## src/rtl/delay_pkg.sv

```systemverilog
// Shared helpers for the variable-tap delay line: width calculation and tap clamping.
package delay_pkg;

    // Smallest number of bits able to index 'value' distinct items.
    function automatic int clog2(input int value);
        int result;
        result = 0;
        while ((1 << result) < value) begin
            result++;
        end
        return result;
    endfunction

    // Map a raw tap request onto a legal stage count in 1..depth.
    // A single-stage line has only one tap, so the request is ignored there.
    function automatic int tap_clamp(input int sel_val, input int depth);
        if (depth <= 1) begin
            return 1;
        end
        if (sel_val <= 0) begin
            return 1;
        end
        if (sel_val > depth) begin
            return depth;
        end
        return sel_val;
    endfunction

endpackage

```

## src/rtl/delay_stage.sv

```systemverilog
// One register stage of the delay line: loads on enable, clears on a synchronous
// clear, and resets asynchronously when rst is low.
module delay_stage
    import delay_pkg::*;
#(
    parameter int W = 33
) (
    input  logic         clk,
    input  logic         rst,
    input  logic         ena,
    input  logic         clr,
    input  logic [W-1:0] d,
    output logic [W-1:0] q
);

    logic [W-1:0] data_q;
    logic [W-1:0] data_d;

    // Next value: clear wins over load, otherwise hold.
    always_comb begin
        data_d = data_q;
        if (clr) begin
            data_d = '0;
        end else if (ena) begin
            data_d = d;
        end
    end

    // Stage register with asynchronous active-low reset.
    always_ff @(posedge clk or negedge rst) begin
        if (!rst) begin
            data_q <= '0;
        end else begin
            data_q <= data_d;
        end
    end

    assign q = data_q;

endmodule

```

## src/rtl/delay_line_var.sv

```systemverilog
// Variable-tap delay line: DEPTH stages of {data, valid}, a saturating fill
// counter that drives 'full', and a combinational tap mux selected by 'sel'.
module delay_line_var
    import delay_pkg::*;
#(
    parameter int WIDTH = 32,
    parameter int DEPTH = 8,
    parameter int SEL_W = clog2(DEPTH + 1)
) (
    input  logic             clk,
    input  logic             rst,
    input  logic             ena,
    input  logic             flush,
    input  logic [WIDTH-1:0] dat_in,
    input  logic             vld_in,
    input  logic [SEL_W-1:0] sel,
    output logic [WIDTH-1:0] dat_out,
    output logic             vld_out,
    output logic             full
);

    localparam logic [SEL_W-1:0] DEPTH_CNT = SEL_W'(DEPTH);

    // Each stage word packs data in the upper bits and the valid tag in bit 0.
    logic [WIDTH:0]   stage_in [DEPTH];
    logic [WIDTH:0]   stage_q  [DEPTH];
    logic [WIDTH:0]   tap_word;
    int               tap_idx;
    logic [SEL_W-1:0] count_q;
    logic [SEL_W-1:0] count_d;

    generate
        for (genvar k = 0; k < DEPTH; k++) begin : g_stage
            if (k == 0) begin : g_first
                assign stage_in[k] = {dat_in, vld_in};
            end else begin : g_rest
                assign stage_in[k] = stage_q[k-1];
            end

            delay_stage #(
                .W(WIDTH + 1)
            ) u_stage (
                .clk(clk),
                .rst(rst),
                .ena(ena),
                .clr(flush),
                .d  (stage_in[k]),
                .q  (stage_q[k])
            );
        end
    endgenerate

    // Tap mux: pick the stage whose output has seen the clamped number of shifts.
    always_comb begin
        tap_word = '0;
        tap_idx  = tap_clamp(int'(sel), DEPTH) - 1;
        for (int k = 0; k < DEPTH; k++) begin
            if (k == tap_idx) begin
                tap_word = stage_q[k];
            end
        end
    end

    // Fill count: cleared by flush, counts shifts, and sticks once the line is full.
    always_comb begin
        count_d = count_q;
        if (flush) begin
            count_d = '0;
        end else if (ena && (count_q != DEPTH_CNT)) begin
            count_d = count_q + SEL_W'(1);
        end
    end

    // Fill count register with asynchronous active-low reset.
    always_ff @(posedge clk or negedge rst) begin
        if (!rst) begin
            count_q <= '0;
        end else begin
            count_q <= count_d;
        end
    end

    assign dat_out = tap_word[WIDTH:1];
    assign vld_out = tap_word[0];
    assign full    = (count_q == DEPTH_CNT);

endmodule

```

## config.mk

```make
export PLATFORM = sky130hd
export DESIGN_NAME = delay_line_var
export DESIGN_NICKNAME = d
export VERILOG_FILES = /design/src/rtl/delay_pkg.sv /design/src/rtl/delay_stage.sv /design/src/rtl/delay_line_var.sv
export SDC_FILE = /design/constraint.sdc
export NUM_CORES = 1
export LEC_CHECK = 0
export CAP_MARGIN = 5
export CELL_PAD_IN_SITES_DETAIL_PLACEMENT = 1
export CELL_PAD_IN_SITES_GLOBAL_PLACEMENT = 1
export CORE_MARGIN = 4
export CORE_UTILIZATION = 30
export CTS_CLUSTER_SIZE = 10
export DETAILED_ROUTE_END_ITERATION = 10
export PLACE_DENSITY_LB_ADDON = 0.08
export SLEW_MARGIN = 20
export SYNTH_ARGS = -nofsm -noshare
export SYNTH_HDL_FRONTEND = slang
export SYNTH_SLANG_ARGS = --single-unit
```

## constraint.sdc

```tcl
create_clock -name clk -period 3.3 [get_ports clk]
set_input_delay 0.66 -clock clk [delete_from_list [all_inputs] [get_ports clk]]
set_output_delay 0.66 -clock clk [all_outputs]
set_load 0.01 [all_outputs]
```

==> metrics.yaml <==
first_global_vias: 10200
instances_no_fill: 1946
clkTransAtPathRegs_ns: 0.05
combPwrFrac_pct: 9.7
outcome: "finished clean"
cts_tree: "done"
cp-end-kind: "output pin"
power.density_nw_per_um2: 468
worst_r2r_endpoint: "count_q[2]$_DFFE_PN0P_"
drv_slew: 0
crit_arrival_ns: 2.58
ant_nets: 0
syn_to_final_growth_pct: 27.6
critPathLaunch: "sel[3]"
ff2ff_path_depth: 7
fin_crit_sh_pct: 98.1
ir_drop_mv: 0.281
final_area_sq_um: 16800
seqPwrFrac_pct: 43.2
timing.rr.start: "count_q[0]$_DFFE_PN0P_"
power_switching_mw: 1.93
drive_above_1_share_pct: 18.1
worstPathMaxFanout: 6
tightest_slew_ns: 0.594
numCtsBuffers: 35
worstSetupPathType: "input pin to output pin"
portBuffers: 74
root_buffer: "clkbuf_16"
start_kind: "input pin"
layout_setup_ws_ns: 0.0625
swShare_pct: 24.6
maxSlewHeadroom_pct: 60.4
placementRows: 76
ys_ff_latch: 268
remaining_drc_errors: 0
dieArea_sq_um: 47200
start_util_pct: 30.4
rsz0062_at_grt: "true"
max_freq_mhz: 309
synth_top_area_share_pct: 51.1
first_pass_iters: 4
cts_buffer_depth: 3
ys_warn_count: 0
antenna_found_initial: 0
coreArea_sq_um: 43200
clockPowerShare_pct: 47.1
syn_nets: 1252
cp-endpoint: "dat_out[28]"
avgSynthCellArea_sq_um: 10.9
dp_hpwl_um: 24800
clock-sinks: 268
synth_edf_count: 0
final_common_cell: "nor2_1"
internal_power_mw: 5.91
postPlaceCellArea_sq_um: 15300
hold_violations: 0
required_ns: 2.64
n_antenna_cell: 0
ys.flop_type: "dfrtp_1"
grt_pass1_wl_um: 61800
hp-start: "g_stage[7].u_stage.q[11]$_DFFE_PN0P_"
clk_latency_ns: 0.54
dp_cells: 1879
via_per_inst: 4.88
fp.dieH_um: 217
setup_viol: 0
drt_iter0_drc: 676
vias: 9490
die_w_um: 217
grt_max_degree: 100
nets: 1385
r2r_slack_ns: 1.76
grt_use_total_pct: 16.5
hold_path_class: "register to register"
gr-total-overflow: 0
synthArstFlopShare_pct: 100
holdWs_ns: 0.520
synth_area_sq_um: 13100
post-place-ws_ns: -1.05
max_cap_viol_count: 0
netlist_instances: 1208
final_cell_mix: "nor2_1 (314), mux2i_1 (308), dfrtp_1 (268), buf_4 (79), clkbuf_16 (36)"
gp_congestion: 0.755
total_power_mw: 7.84
wl_per_cell_um: 19.7
wirelength_um: 38300
post-route-min-period_ns: 3.24
h-tree-depth: 2
final.setup_skew_ns: 0.0167
cellLeakagePower_nw: 8.15
yosysSeqAreaShare_pct: 51.1
yosysTopAreaCell: "dfrtp_1"
synth.area.top_cells: "dfrtp_1 (51%), mux2i_1 (23%), nor2_1 (9.0%), o2bb2ai_2 (2.2%), buf_2 (1.6%)"
ios: 75
yosys.cell_types.count: 49
[kinds of logic (layout without fill, tap and decap cells)]
kind of cell	count (synthesis)	after routing	share of synthesized area, %
AOI/OAI and AO/OA	156	156	9.67
xor gates and xnor gates	3	3	0.200
adders and majority gates	3	3	0.286
buffers and inverters	99	252	3.57
DFF	268	268	51.1
muxes	314	314	24.0
and+or+nand+nor	365	365	11.2
[stage by stage]
| step | setup TNS, ns | utilization (%) |
|---|---|---|
| after floorplan | 0 | - |
| after global routing | -0.0154 | 38.8 |
| after global placement | -28.79 | 35.4 |
| after CTS | 0 | 38.6 |
| after detailed placement | -28.64 | 35.4 |
| final | 0 | 38.8 |
[cell usage after synthesis, drive strengths merged (3+ instances only)]
library cell,instances
a2111oi,15
a21o,3
a21oi,22
a221oi,10
a22oi,5
a31oi,5
buf,53
clkbuf,40
dfrtp,268
ha,3
inv,6
mux2,6
mux2i,308
nand2,28
nand2b,4
nand3,3
nor2,315
nor3b,4
o211ai,7
o21ai,38
o221ai,3
o22ai,10
o2bb2ai,30
o31ai,7
[cell type report]
class | count | area (sq um)
Multi-Input combinational cell | 841 | 6250
Tap cell | 585 | 732
Fill cell | 4684 | 26400
Sequential cell | 268 | 6710
Inverter | 6 | 25.0
Clock inverter | 4 | 60.1
Timing Repair Buffer | 189 | 1940
Clock buffer | 53 | 1040
[state kept, by name, indices dropped and copies added (netlist names)]
signal and flops:
count_q 4, g_stage.u_stage.q 264
[routing by layer]
layer  vias to the layer above  part of all wire, %  global-route usage, %
li1                       4489                    -                      -
met1                      4854                   50                   24.1
met2                       109                   46                   25.4
met3                        38                  3.0                   3.21
met4                         0                  1.4                   3.43
met5                         -                    0                      0
[worst max-delay path, cell delays in order]
cell and delay (ns):
buf_12 0.11, inv_4 0.05, ha_4 0.20, nor3b_4 0.16, and2_4 0.19, buf_12 0.14, buf_4 0.15, o2bb2ai_2 0.12
a2111oi_2 0.35, o21ai_1 0.14, dlygate4sd2_1 0.30
[timing repair]
item	CTS	global route
hold buffers	1	0
pin swaps	18	16
hold endpoints to repair	9	0
endpoints found under the setup margin	33	22
gates resized for setup	93	36
buffers inserted	10	3
[power groups by stage]
stage          Clock, mW  Sequential (mW)  Combinational (mW)
3_5_place_dp           0             3.45               0.751
4_1_cts             3.85             3.39               0.769
5_1_grt             4.00             3.40               0.828
3_3_place_gp           0             3.45               0.749
6_report            3.69             3.39               0.761
2_1_floorplan          0             3.43               0.377
[worst min path at each step]
| stage | to | slack [ns] | cells past startpoint |
|---|---|---|---|
| 2_1_floorplan | count_q[0]$_DFFE_PN0P_ | 0.36 | 0 |
| 3_3_place_gp | count_q[2]$_DFFE_PN0P_ | 0.48 | 1 |
| 3_5_place_dp | count_q[2]$_DFFE_PN0P_ | 0.49 | 1 |
| 4_1_cts | count_q[0]$_DFFE_PN0P_ | 0.51 | 2 |
| 5_1_grt | count_q[0]$_DFFE_PN0P_ | 0.53 | 2 |
| 6_report | g_stage[7].u_stage.q[11]$_DFFE_PN0P_ | 0.52 | 2 |
Power figures use the tool's default switching activity.
